==> config.mk <==
export PLATFORM = sky130hd
export DESIGN_NAME = fp_sqrt_prep
export DESIGN_NICKNAME = d
export VERILOG_FILES = /design/src/rtl/fp_sqrt_pkg.sv /design/src/rtl/fp_classify.sv /design/src/rtl/fp_sqrt_prep.sv
export SDC_FILE = /design/constraint.sdc
export NUM_CORES = 1
export LEC_CHECK = 0
export CAP_MARGIN = 10
export CORE_ASPECT_RATIO = 1.2
export CORE_MARGIN = 2
export CORE_UTILIZATION = 42
export CTS_CLUSTER_DIAMETER = 120
export DETAILED_ROUTE_END_ITERATION = 6
export GPL_TIMING_DRIVEN = 0
export PLACE_DENSITY = 0.82
export SLEW_MARGIN = 20
export SYNTH_ARGS = -nofsm -noshare
export SYNTH_HDL_FRONTEND = slang
export SYNTH_SLANG_ARGS = --single-unit
==> constraint.sdc <==
create_clock -name clk -period 1.7 [get_ports clk]
set_input_delay 0.255 -clock clk [delete_from_list [all_inputs] [get_ports clk]]
set_output_delay 0.255 -clock clk [all_outputs]
set_load 0.05 [all_outputs]
==> src/rtl/fp_sqrt_pkg.sv <==
// Shared definitions for the square-root operand preparation block.
// Latency: n/a (types, constants and one pure helper function).
// Backpressure: n/a.
//
// Holds the class encodings, FSM state encoding, exponent bias and field widths,
// plus the exponent-evening helper used on every path into the output state.
package fp_sqrt_pkg;

    localparam int EXP_W      = 8;
    localparam int FRAC_W     = 23;
    localparam int WORD_W     = 1 + EXP_W + FRAC_W;
    localparam int BIAS       = 127;
    localparam int OEXP_W     = 10;
    localparam int MANT_W     = FRAC_W + 2;
    localparam int DENORM_EXP = 1 - BIAS;

    typedef enum logic [2:0] {
        CLS_NORMAL = 3'd0,
        CLS_ZERO   = 3'd1,
        CLS_INF    = 3'd2,
        CLS_NAN    = 3'd3,
        CLS_NEG    = 3'd4
    } fp_class_t;

    typedef enum logic [1:0] {
        ST_IDLE = 2'd0,
        ST_NORM = 2'd1,
        ST_OUT  = 2'd2
    } state_t;

    typedef struct packed {
        logic [OEXP_W-1:0] e;
        logic [MANT_W-1:0] m;
    } prep_t;

    // sqrt halves the exponent, so it must be even: an odd exponent trades
    // one bit of exponent for a doubling of the mantissa (value in [1,4)).
    function automatic prep_t make_even(input logic [OEXP_W-1:0] e,
                                        input logic [MANT_W-1:0] m);
        prep_t r;
        if (e[0]) begin
            r.e = e - OEXP_W'(1);
            r.m = m << 1;
        end else begin
            r.e = e;
            r.m = m;
        end
        return r;
    endfunction

endpackage

==> src/rtl/fp_classify.sv <==
// Combinational IEEE-754 single classifier and field splitter.
// Latency: 0 cycles (pure combinational).
// Backpressure: none; output follows input every cycle.
//
// Ports: op (raw word) -> sign, exp_f, frac fields; cls (fp_class_t code);
// is_denorm flags a positive subnormal (reported as CLS_NORMAL so the caller
// decides whether to normalise or flush it).
module fp_classify
    import fp_sqrt_pkg::*;
(
    input  logic [WORD_W-1:0] op,
    output logic              sign,
    output logic [EXP_W-1:0]  exp_f,
    output logic [FRAC_W-1:0] frac,
    output logic [2:0]        cls,
    output logic              is_denorm
);

    assign sign  = op[WORD_W-1];
    assign exp_f = op[FRAC_W +: EXP_W];
    assign frac  = op[FRAC_W-1:0];

    always_comb begin
        cls       = CLS_NORMAL;
        is_denorm = 1'b0;
        if (exp_f == '1) begin
            // NaN wins over sign; -inf is reported as NEG.
            if (frac != '0)
                cls = CLS_NAN;
            else if (sign)
                cls = CLS_NEG;
            else
                cls = CLS_INF;
        end else if (exp_f == '0 && frac == '0) begin
            // -0 stays ZERO; sign is carried separately.
            cls = CLS_ZERO;
        end else if (sign) begin
            cls = CLS_NEG;
        end else if (exp_f == '0) begin
            is_denorm = 1'b1;
        end
    end

endmodule

==> src/rtl/fp_sqrt_prep.sv <==
// Prepares an IEEE-754 single operand for a sqrt datapath: class, even exponent, mantissa in [1,4).
// Latency: 1 cycle (normals/specials), 1+k cycles for a subnormal needing k normalising shifts.
// Backpressure: single-entry; in_ready only in IDLE, result held in OUT until out_ready.
//
// Ports: clk, rst_n (async active-low); in_valid/in_ready/in_data (operand in);
// out_valid/out_ready, out_sign, out_class, out_exp (signed, even), out_mant (2.23 fixed).
// Build option: FP_SQRT_PREP_DENORM_EN normalises subnormals; without it they flush to ZERO.
module fp_sqrt_prep
    import fp_sqrt_pkg::*;
#(
    parameter int DATA_WIDTH = 32
) (
    input  logic                  clk,
    input  logic                  rst_n,
    input  logic                  in_valid,
    output logic                  in_ready,
    input  logic [DATA_WIDTH-1:0] in_data,
    output logic                  out_valid,
    input  logic                  out_ready,
    output logic                  out_sign,
    output logic [2:0]            out_class,
    output logic [OEXP_W-1:0]     out_exp,
    output logic [MANT_W-1:0]     out_mant
);

    state_t state, state_nxt;

    logic              c_sign;
    logic [EXP_W-1:0]  c_exp;
    logic [FRAC_W-1:0] c_frac;
    logic [2:0]        c_cls;
    logic              c_denorm;

    logic [2:0]        acc_cls;
    logic              denorm_go;

    logic              sign_q;
    logic [2:0]        cls_q;
    logic [OEXP_W-1:0] e_q;
    logic [MANT_W-1:0] m_q;

    logic [OEXP_W-1:0] e_unb;
    logic [OEXP_W-1:0] e_sh;
    logic [MANT_W-1:0] m_sh;
    prep_t             norm_even;
    prep_t             shift_even;

    fp_classify u_classify (
        .op        (in_data),
        .sign      (c_sign),
        .exp_f     (c_exp),
        .frac      (c_frac),
        .cls       (c_cls),
        .is_denorm (c_denorm)
    );

    // Subnormal policy at acceptance.
    always_comb begin
        acc_cls   = c_cls;
        denorm_go = 1'b0;
        if (c_denorm) begin
`ifdef FP_SQRT_PREP_DENORM_EN
            denorm_go = 1'b1;
`else
            acc_cls   = CLS_ZERO;
`endif
        end
    end

    // Normal operand: implicit leading one sits at bit 23.
    assign e_unb     = OEXP_W'(c_exp) - OEXP_W'(BIAS);
    assign norm_even = make_even(e_unb, {2'b01, c_frac});

    // One normalising step; the step that lands the leading one on bit 23
    // also applies exponent evening before entering OUT.
    assign e_sh       = e_q - OEXP_W'(1);
    assign m_sh       = m_q << 1;
    assign shift_even = make_even(e_sh, m_sh);

    // FSM: state register
    always_ff @(posedge clk or negedge rst_n) begin
        if (!rst_n)
            state <= ST_IDLE;
        else
            state <= state_nxt;
    end

    // FSM: next state
    always_comb begin
        state_nxt = state;
        case (state)
            ST_IDLE: if (in_valid) state_nxt = denorm_go ? ST_NORM : ST_OUT;
            ST_NORM: if (m_sh[FRAC_W]) state_nxt = ST_OUT;
            ST_OUT:  if (out_ready) state_nxt = ST_IDLE;
            default: state_nxt = ST_IDLE;
        endcase
    end

    // FSM: outputs
    always_comb begin
        in_ready  = (state == ST_IDLE);
        out_valid = (state == ST_OUT);
        out_sign  = sign_q;
        out_class = cls_q;
        out_exp   = e_q;
        out_mant  = m_q;
    end

    // Operand registers: loaded on acceptance, shifted in NORM, frozen in OUT.
    always_ff @(posedge clk or negedge rst_n) begin
        if (!rst_n) begin
            sign_q <= 1'b0;
            cls_q  <= CLS_NORMAL;
            e_q    <= '0;
            m_q    <= '0;
        end else begin
            case (state)
                ST_IDLE: begin
                    if (in_valid) begin
                        sign_q <= c_sign;
                        cls_q  <= acc_cls;
                        if (denorm_go) begin
                            e_q <= OEXP_W'(DENORM_EXP);
                            m_q <= {2'b00, c_frac};
                        end else if (acc_cls == CLS_NORMAL) begin
                            e_q <= norm_even.e;
                            m_q <= norm_even.m;
                        end else begin
                            // Specials carry only class and sign.
                            e_q <= '0;
                            m_q <= '0;
                        end
                    end
                end
                ST_NORM: begin
                    if (m_sh[FRAC_W]) begin
                        e_q <= shift_even.e;
                        m_q <= shift_even.m;
                    end else begin
                        e_q <= e_sh;
                        m_q <= m_sh;
                    end
                end
                default: ;
            endcase
        end
    end

endmodule
==> results of run 1 <==
-- repair_timing --
action                                 in CTS  in global routing
setup buffers                               1                  0
gates cloned                                0                  0
pin swaps                                   1                  1
gates resized for setup                    48                  8
setup endpoints to repair                  72                 37
hold buffers                                1                  0
endpoints found under the hold margin      16                  0
-- power breakdown --
group / leakage [uW] / internal, uW / switching, uW
clock network: 0.0000515 / 371 / 332
registers: 0.000508 / 1070 / 72.8
logic: 0.000948 / 378 / 863
total: 0.00151 / 1820 / 1270
-- routing by layer --
metal  vias up  part of all wire  global-route usage
met1       803              0.42              0.2413
met5         -                 0                   0
met4         0             0.014             0.06400
met2        62              0.49              0.3294
met3         9             0.074             0.06162
li1        877                 -                   -
-- registers in the layout (all words and copies together) (netlist names) --
register   flops
out_class      3
state          1
out_mant      25
out_exp        9
out_sign       1
-- worst max-delay path, stage by stage --
cell	delay, ns
clkdlybuf4s50_1	0.51
nor4_4	0.35
nand3_2	0.13
nor3b_4	0.18
buf_4	0.14
a32o_1	0.25
-- layout make-up --
type	instances	area (um^2)
flip-flops and latches	39	977.2
plain buffers	13	128.9
repair buffers	77	742.0
multi-input cells	145	1005
inverters	4	18.77
fillers	388	1618
well taps	58	72.57
clock buffers	8	100.1
-- worst paths after layout --
check | startpoint | end | cells past startpoint
setup / recovery | in_data[29] | out_exp[1] | 6
hold / removal | in_data[25] | out_exp[8] | 3
setup reg to reg | state[1] | out_mant[10] | 6
hold reg to reg | out_exp[9] | out_exp[9] | 2
max in group asynchronous | rst_n | state[1] | 3
min in group asynchronous | rst_n | out_exp[5] | 2
-- Yosys cell counts (5+ instances only) --
library cell	number
nand2_1	46
dfrtp_1	39
mux2i_1	23
o21ai_2	20
o21ai_1	10
nor2_1	6
nor4_1	6
clkbuf_1	5
xnor2_1	5
-- layout by cell type, fill, tap and decap left out, types with 5 or more instances in the layout --
cell,instances
clkbuf_8,7
nand2_1,45
dlygate4sd2_1,39
o21ai_1,10
mux2i_1,23
o21ai_2,20
xnor2_1,5
nor2_1,5
clkdlybuf4s50_1,30
dfrtp_1,38
clkbuf_1,5
-- kinds of logic (layout without fill, tap and decap cells) --
kind of cell               count (synthesis)  in the layout  synth area share
and+or+nand+nor                           72             72            0.1743
AOI/OAI and AO/OA                         41             41            0.1481
DFF                                       39             39            0.4753
muxes                                     23             23            0.1121
buffers and inverters                     17            102           0.05057
xor gates and xnor gates                   6              6           0.02559
adders and majority gates                  2              2           0.01219
other                                      1              1          0.001826
-- through the flow --
stage | cells | total power, uW
2_1_floorplan | 201 | 2000
3_3_place_gp | 333 | 2479
3_5_place_dp | 334 | 2505
4_1_cts | 344 | 3108
5_1_grt | 344 | 3221
6_report | 344 | 3091
==> results.md, run 1 <==
- Syn nets: 239
- Average size of a mapped cell: 10.22 um^2
- Crit path max fanout: 3
- GRT Resource Usage Total: 0.1982
- Register area share after synthesis: 0.4753
- Longest Clk Path Bufs: 2
- Worst setup margin: 0.05996 ns
- Residual DRC: 0
- Vias: 1751
- Max Fclk: 609.7 MHz
- Max-Slew Margin vs Limit: 0.5346
- Final instance area: 3044 um^2
- Reg clk slew, reported paths: 0.08 ns
- Post-DP Area: 2898 um^2
- Fraction of layout cells with a size suffix above 1: 0.1818
- Port Buffers: 74
- Vias per cell: 5.090
- Worst R2R Setup Slack: 0.33 ns
- Post-Route Setup TNS: 0 ns
- Routed WL per cell: about 14 um
- Min Hold Slack: 0.2736 ns
- Dpl ws: -0.6774 ns
- Final Wtd Congestion: about 0.76
- Hold Path Class: input port to flip-flop
- Clk_lat worst skew: 0.30 ns
- Most area-hungry cell type in the Yosys netlist: dfrtp_1
- Setup CP Type: input port to flip-flop
- Detail Route Antenna Nets: 0
- Die ar.: 5466 um^2
- First drt pass iteration count: 4
- Io pins: 77
- Power Density: 1015 nW/um^2
- Total gr overflow: 0
- DRT iter0 DRCs: 71
- Post-synth ARST share: 1.000
- Synth top area cells: dfrtp_1 (48%), mux2i_1 (11%), o21ai_2 (8.5%)
- Mapped Cells: around 200
- Crit. End Element: flip-flop
- Req. time, crit path: 1.89 ns
- Total Wirelength: 4930 um
- Post-synth EDFFs: 0
- Max Slew Vio Count: 0
- Row count: 27
- Clk sink count: 39
- Post-layout util: 0.6530
- Worst slew pin tran: 0.6981 ns
- Synthesized area: 2053 um^2
- Max-Cap Viols: 0
- CTS root buf: clkbuf_8
- Skew final: 0.004936 ns
- Critical Path AT: 1.83 ns
- CORE AREA: 4662 um^2
- H-tree Lvls: 2
- Final min period: approximately 1.6 ns
- Largest net degree at the start of global routing: 24
- Number of library cell types mapped by synthesis: 32
- Total CTS buffers: 5
- Die Width: 67.83 um
- Top FF cell, synth: dfrtp_1
- Synth top area share: 0.4753
- Lkg Pwr: ~0.0015 uW
- CP Launch Type: input port
- Final worst-path cycle share: 0.9647
- Antenna cell count: 0
- Starting Density: 0.4404
- CTS tree: built
- Die Y: 80.59 um
- First-pass GRT wire length: 8155 um
- Vias in the first global route: ~1.8k
- Final hold vios: 0
- Initial antenna violation count: 0
- Area growth from synthesis to layout: 48.26%
- Status: completed
- Finish-stage setup viols: 0
- FF+latch count, synth: 39
- Nets@finish: roughly 320
- Peak VDD IR: approximately 0.63 mV
- Ys Warns: 0
- DP Wirelength: 3775 um
Note: power is estimated with default switching activity, not from simulation.
==> run 2: changes to the inputs <==
--- a/config.mk
+++ b/config.mk
@@ -13,6 +13,7 @@
 export DETAILED_ROUTE_END_ITERATION = 6
 export GPL_TIMING_DRIVEN = 0
 export PLACE_DENSITY = 0.82
+export SKIP_CTS_REPAIR_TIMING = 1
 export SLEW_MARGIN = 20
 export SYNTH_ARGS = -nofsm -noshare
 export SYNTH_HDL_FRONTEND = slang
==> results.md, run 2 (same netlist as run 1, synthesis figures left out) <==
- Status: completed (unchanged)
- CTS tree: built (unchanged)
- First drt pass iteration count: 4 (unchanged)
- WP buf/inv: 2 (unchanged)
- Max-Cap Viols: 0 (unchanged)
- Max Fclk: 593.9 MHz (was 609.7 MHz)
- Worst Hold Depth: 3 (unchanged)
- DRT iter0 DRCs: 63 (was 71)
- Final worst-path cycle share: 0.9904 (was 0.9647)
- Row count: 27 (unchanged)
- Worst setup margin: 0.01632 ns (was 0.05996 ns)
- Top delay family on crit path: simple AND/OR/NAND/NOR gates (unchanged)
- DP Wirelength: 3775 um (unchanged)
- Starting Density: 0.4404 (unchanged)
- Vias per cell: 5.061 (was 5.090)
- Max reg flops: 25 (unchanged)
- Total gr overflow: 0 (unchanged)
- Final hold vios: 0 (unchanged)
- Filler cell count: 361 (was 388)
- Vias: 1751 (unchanged)
- CP Launch Type: input port (unchanged)
- CORE AREA: 4662 um^2 (unchanged)
- Fraction of layout cells with a size suffix above 1: 0.1875 (was 0.1818)
- Commonest non-fill, non-tap cells in the layout: nand2_1 (45), dlymetal6s2s_1 (44), dfrtp_1 (38) (was nand2_1 (45), dlygate4sd2_1 (39), dfrtp_1 (38))
- Antenna cell count: 0 (unchanged)
- Die Width: 67.83 um (unchanged)
- Multi-input logic area: 1005 um^2 (unchanged)
- CTS root buf: clkbuf_8 (unchanged)
- Dpl ws: -0.6774 ns (unchanged)
- H-tree Lvls: 2 (unchanged)
- Reg2Reg Depth: 6 (unchanged)
- Peak VDD IR: 0.6215 mV (was 0.6338 mV)
- Post-Route Setup TNS: 0 ns (unchanged)
- Worst slew pin tran: 0.7120 ns (was 0.6981 ns)
- Crit path max fanout: 7 (was 3)
- Clk sink count: 39 (unchanged)
- Final min period: 1.684 ns (was 1.640 ns)
- Nets@finish: 325 (was 323)
- Total CTS buffers: 5 (unchanged)
- Post-DP Area: 2898 um^2 (unchanged)
- Hold Path Class: input port to flip-flop (unchanged)
- Routed WL per cell: 15.09 um (was 14.33 um)
- Initial antenna violation count: 0 (unchanged)
- Critical Path Slowest Stage Cell: clkdlybuf4s50_1 (unchanged)
- Critical Path AT: 1.87 ns (was 1.83 ns)
- Req. time, crit path: 1.88 ns (was 1.89 ns)
- Vias in the first global route: 1757 (was 1770)
- Port Buffers: 74 (unchanged)
- Total Wirelength: 5220 um (was 4930 um)
- First-pass GRT wire length: 8045 um (was 8155 um)
- Register area: 977.2 um^2 (unchanged)
- Power Density: 991.1 nW/um^2 (was 1015 nW/um^2)
- Clk_lat worst skew: 0.29 ns (was 0.30 ns)
- Crit. End Element: flip-flop (unchanged)
- CP cell instances: clkdlybuf4s50_1 > nor4_4 > nand3_2 > nor3b_4 > nand2_4 > buf_4 > o21ai_1 (was clkdlybuf4s50_1 > nor4_4 > nand3_2 > nor3b_4 > buf_4 > a32o_1)
- Reg clk slew, reported paths: 0.08 ns (about the same)
- Slowest stage delay, CP: 0.51 ns (about the same)
- Detail Route Antenna Nets: 0 (unchanged)
- Commonest non-fill, non-tap cell in the layout: nand2_1 (unchanged)
- Finish-stage setup viols: 0 (unchanged)
- Overall power: 3192 uW (was 3091 uW)
- Residual DRC: 0 (unchanged)
- Max-Slew Margin vs Limit: 0.5253 (was 0.5346)
- Die Y: 80.59 um (unchanged)
- Area growth from synthesis to layout: 56.86% (was 48.26%)
- Max Slew Vio Count: 0 (unchanged)
- Skew final: 0.002000 ns (was 0.004936 ns)
- Post-layout util: 0.6908 (was 0.6530)
- Final instance area: 3221 um^2 (was 3044 um^2)
- Largest net degree at the start of global routing: 24 (unchanged)
- Final Wtd Congestion: 0.7591 (unchanged)
- Longest Clk Path Bufs: 2 (unchanged)
- Lkg Pwr: 0.001965 uW (was 0.001507 uW)
- Worst path depth: 7 (was 6)
- GRT Resource Usage Total: 0.1956 (was 0.1982)
- Die ar.: 5466 um^2 (unchanged)
- Io pins: 77 (unchanged)
- Setup CP Type: input port to flip-flop (unchanged)
-- run 2: where the power goes --
group	switching (uW)	internal [uW]	total, uW
combinational	871	473	1340
clock	329	371	699
sequential	74.5	1070	1150
total	1270	1920	3190
-- run 2: worst paths after layout --
check / start / slack [ns] / end
setup / recovery: in_data[29] / 0.02 / out_mant[21]
hold / removal: in_data[25] / 0.28 / out_exp[8]
setup reg to reg: state[1] / 0.23 / out_mant[5]
hold reg to reg: out_mant[6] / 0.47 / out_mant[6]
max in group asynchronous: rst_n / 0.79 / state[1]
min in group asynchronous: rst_n / 0.44 / out_exp[5]
-- run 2: layout make-up --
cell class,instances,share of cell area
tap,58,0.02253
multi-input combinational,145,0.3120
clock buffer,8,0.03108
timing repair buffer,79,0.2867
inverter,4,0.005828
sequential,39,0.3034
buffer,13,0.03846
-- run 2: worst min-delay path, delay by kind of cell --
family | cells | cell delay, ns
buf+inv | 1 | 0.12
simple gates | 1 | 0.08
compound gates | 1 | 0.08
-- run 2: layer usage --
layer	vias up	wire length, um	track usage
li1	878	-	-
met1	800	2154	0.2404
met2	64	2620	0.3216
met3	9	365	0.06162
met4	0	79	0.06400
met5	-	0	0
-- run 2: per-stage QoR --
step           hold WS (ns)  instances
2_1_floorplan      -0.04059        201
3_3_place_gp         0.4606        333
3_5_place_dp         0.2255        334
4_1_cts            -0.09282        342
5_1_grt              0.2806        346
6_report             0.2799        346
==> run 3: changes to the inputs <==
--- a/config.mk
+++ b/config.mk
@@ -6,13 +6,16 @@
 export NUM_CORES = 1
 export LEC_CHECK = 0
 export CAP_MARGIN = 10
+export CELL_PAD_IN_SITES_DETAIL_PLACEMENT = 1
+export CELL_PAD_IN_SITES_GLOBAL_PLACEMENT = 1
 export CORE_ASPECT_RATIO = 1.2
 export CORE_MARGIN = 2
-export CORE_UTILIZATION = 42
+export CORE_UTILIZATION = 33
 export CTS_CLUSTER_DIAMETER = 120
+export CTS_CLUSTER_SIZE = 8
 export DETAILED_ROUTE_END_ITERATION = 6
 export GPL_TIMING_DRIVEN = 0
-export PLACE_DENSITY = 0.82
+export PLACE_DENSITY = 0.85
 export SKIP_CTS_REPAIR_TIMING = 1
 export SLEW_MARGIN = 20
 export SYNTH_ARGS = -nofsm -noshare
==> results.md, run 3 (same netlist as run 1, synthesis figures left out) <==
- CTS tree: built (unchanged)
- H-tree Lvls: 2 (unchanged)
- Detail Route met3 WL: 264 um (was 365 um)
- Max-Slew Margin vs Limit: 0.5209 (was 0.5253)
- Residual DRC: 0 (unchanged)
- Vias per cell: 4.873 (was 5.061)
- Commonest non-fill, non-tap cells in the layout: nand2_1 (45), dlymetal6s2s_1 (44), dfrtp_1 (38) (unchanged)
- Die Y: 90.41 um (was 80.59 um)
- DP Wirelength: 4446 um (was 3775 um)
- Vias in the first global route: 1899 (was 1757)
- CORE AREA: 6012 um^2 (was 4662 um^2)
- DRT iter0 DRCs: 26 (was 63)
- Top delay family on crit path: simple AND/OR/NAND/NOR gates (unchanged)
- Nets@finish: 324 (was 325)
- Max reg flops: 25 (unchanged)
- Clk_lat worst skew: 0.29 ns (about the same)
- Reg clk slew, reported paths: 0.08 ns (about the same)
- Antenna cell count: 0 (unchanged)
- Slowest stage delay, CP: 0.47 ns (was 0.51 ns)
- Sw Pwr: 1283 uW (was 1275 uW)
- CP cell instances: clkdlybuf4s50_1 > nor4_2 > nand4_1 > nor2_2 > mux2i_1 > o21ai_0 (was clkdlybuf4s50_1 > nor4_4 > nand3_2 > nor3b_4 > nand2_4 > buf_4 > o21ai_1)
- Peak VDD IR: 0.4228 mV (was 0.6215 mV)
- Fraction of layout cells with a size suffix above 1: 0.1882 (was 0.1875)
- Gate power share: 0.431 (was 0.421)
- Min Hold Slack: 0.2809 ns (was 0.2799 ns)
- Final min period: 1.641 ns (was 1.684 ns)
- Critical Path Slowest Stage Cell: clkdlybuf4s50_1 (unchanged)
- Lkg Pwr: 0.001939 uW (was 0.001965 uW)
- WP buf/inv: 1 (was 2)
- Clk pwr share: 0.198 (was 0.219)
- Longest Clk Path Bufs: 2 (unchanged)
- Vias: 1798 (was 1751)
- Worst slew pin tran: 0.7186 ns (was 0.7120 ns)
- Dpl ws: -0.7015 ns (was -0.6774 ns)
- Post-Route Setup TNS: 0 ns (unchanged)
- Routed WL per cell: 15.79 um (was 15.09 um)
- Die ar.: 6871 um^2 (was 5466 um^2)
- Status: completed (unchanged)
- First drt pass iteration count: 3 (was 4)
- Row count: 31 (was 27)
- Post-layout util: 0.5324 (was 0.6908)
- Hold Path Class: input port to flip-flop (unchanged)
- Final worst-path cycle share: 0.9652 (was 0.9904)
- Max layer used: met4 (unchanged)
- Max Fclk: 609.4 MHz (was 593.9 MHz)
- Finish-stage setup viols: 0 (unchanged)
- Req. time, crit path: 1.87 ns (was 1.88 ns)
- CTS root buf: clkbuf_8 (unchanged)
- Worst setup margin: 0.05915 ns (was 0.01632 ns)
- Crit. End Element: flip-flop (unchanged)
- Commonest non-fill, non-tap cell in the layout: nand2_1 (unchanged)
- Port Buffers: 74 (unchanged)
- Detail Route Antenna Nets: 0 (unchanged)
- DR WL met2: 3124 um (was 2620 um)
- Power Density: 971.0 nW/um^2 (was 991.1 nW/um^2)
- Total Wirelength: 5827 um (was 5220 um)
- Total CTS buffers: 5 (unchanged)
- CP Launch Type: input port (unchanged)
- WL met1: 2379 um (was 2154 um)
- Setup CP Type: input port to flip-flop (unchanged)
- Final Wtd Congestion: 0.7445 (was 0.7591)
- Max-Cap Viols: 0 (unchanged)
- GRT Resource Usage Total: 0.1714 (was 0.1956)
- Die Width: 76.01 um (was 67.83 um)
- Initial antenna violation count: 0 (unchanged)
- Critical Path AT: 1.81 ns (was 1.87 ns)
- Final hold vios: 0 (unchanged)
- Area growth from synthesis to layout: 55.88% (was 56.86%)
- Crit path max fanout: 3 (was 7)
- Int Power: 1825 uW (was 1917 uW)
- Seq pwr share: 0.371 (was 0.360)
- Largest net degree at the start of global routing: 29 (was 24)
- First-pass GRT wire length: 9453 um (was 8045 um)
- Clk sink count: 39 (unchanged)
- Overall power: 3108 uW (was 3192 uW)
- Sw Share: 0.4129 (was 0.3993)
- Skew final: 0.004904 ns (was 0.002000 ns)
- Total gr overflow: 0 (unchanged)
- Max Slew Vio Count: 0 (unchanged)
- Io pins: 77 (unchanged)
- Starting Density: 0.3415 (was 0.4404)
[run 3: cell types whose count changed in the layout (fill, tap and decap cells not counted), sizes merged]
cell | previous run | this run
clkbuf | 13 | 11
clkinv | 0 | 1
[run 3: layer usage]
metal  vias to the layer above  GRT usage
li1                        872          -
met1                       872     0.2097
met2                        47     0.3073
met3                         7    0.03700
met4                         0    0.04091
met5                         -          0
[run 3: final timing paths]
check | slack [ns] | from | cells past startpoint | endpoint
setup / recovery | 0.06 | in_data[16] | 6 | out_class[2]
max in group asynchronous | 0.84 | rst_n | 3 | state[1]
hold reg to reg | 0.48 | out_class[2] | 2 | out_class[2]
hold / removal | 0.28 | in_data[25] | 3 | out_exp[2]
setup reg to reg | 0.28 | state[1] | 6 | out_mant[18]
min in group asynchronous | 0.39 | rst_n | 2 | out_exp[5]
[run 3: layout make-up]
| class | count | area (um^2) |
|---|---|---|
| well taps | 82 | 102.6 |
| clock buffers | 7 | 76.32 |
| flip-flops and latches | 39 | 977.2 |
| plain buffers | 13 | 117.6 |
| inverters | 4 | 18.77 |
| clock inverters | 1 | 5.005 |
| repair buffers | 78 | 890.9 |
| fillers | 656 | 2811 |
| multi-input cells | 145 | 1012 |
[run 3: worst min-delay path: stages]
cell and delay [ns]:
buf_6 0.11, xor2_1 0.07, o21ai_1 0.10
[run 3: power groups by stage]
| stage | sequential, uW | combinational [uW] | clock [uW] |
|---|---|---|---|
| floorplan | 1690 | 310 | 0 |
| global placement | 1170 | 1320 | 0 |
| detailed placement | 1180 | 1340 | 0 |
| CTS | 1160 | 1340 | 631 |
| global route | 1180 | 1420 | 659 |
| finish | 1150 | 1340 | 616 |
[run 3: per-stage QoR]
step	std cells	instance area (um^2)
4_1_cts	366	3002
3_3_place_gp	357	2905
5_1_grt	369	3201
6_report	369	3201
2_1_floorplan	201	2062
3_5_place_dp	358	2920
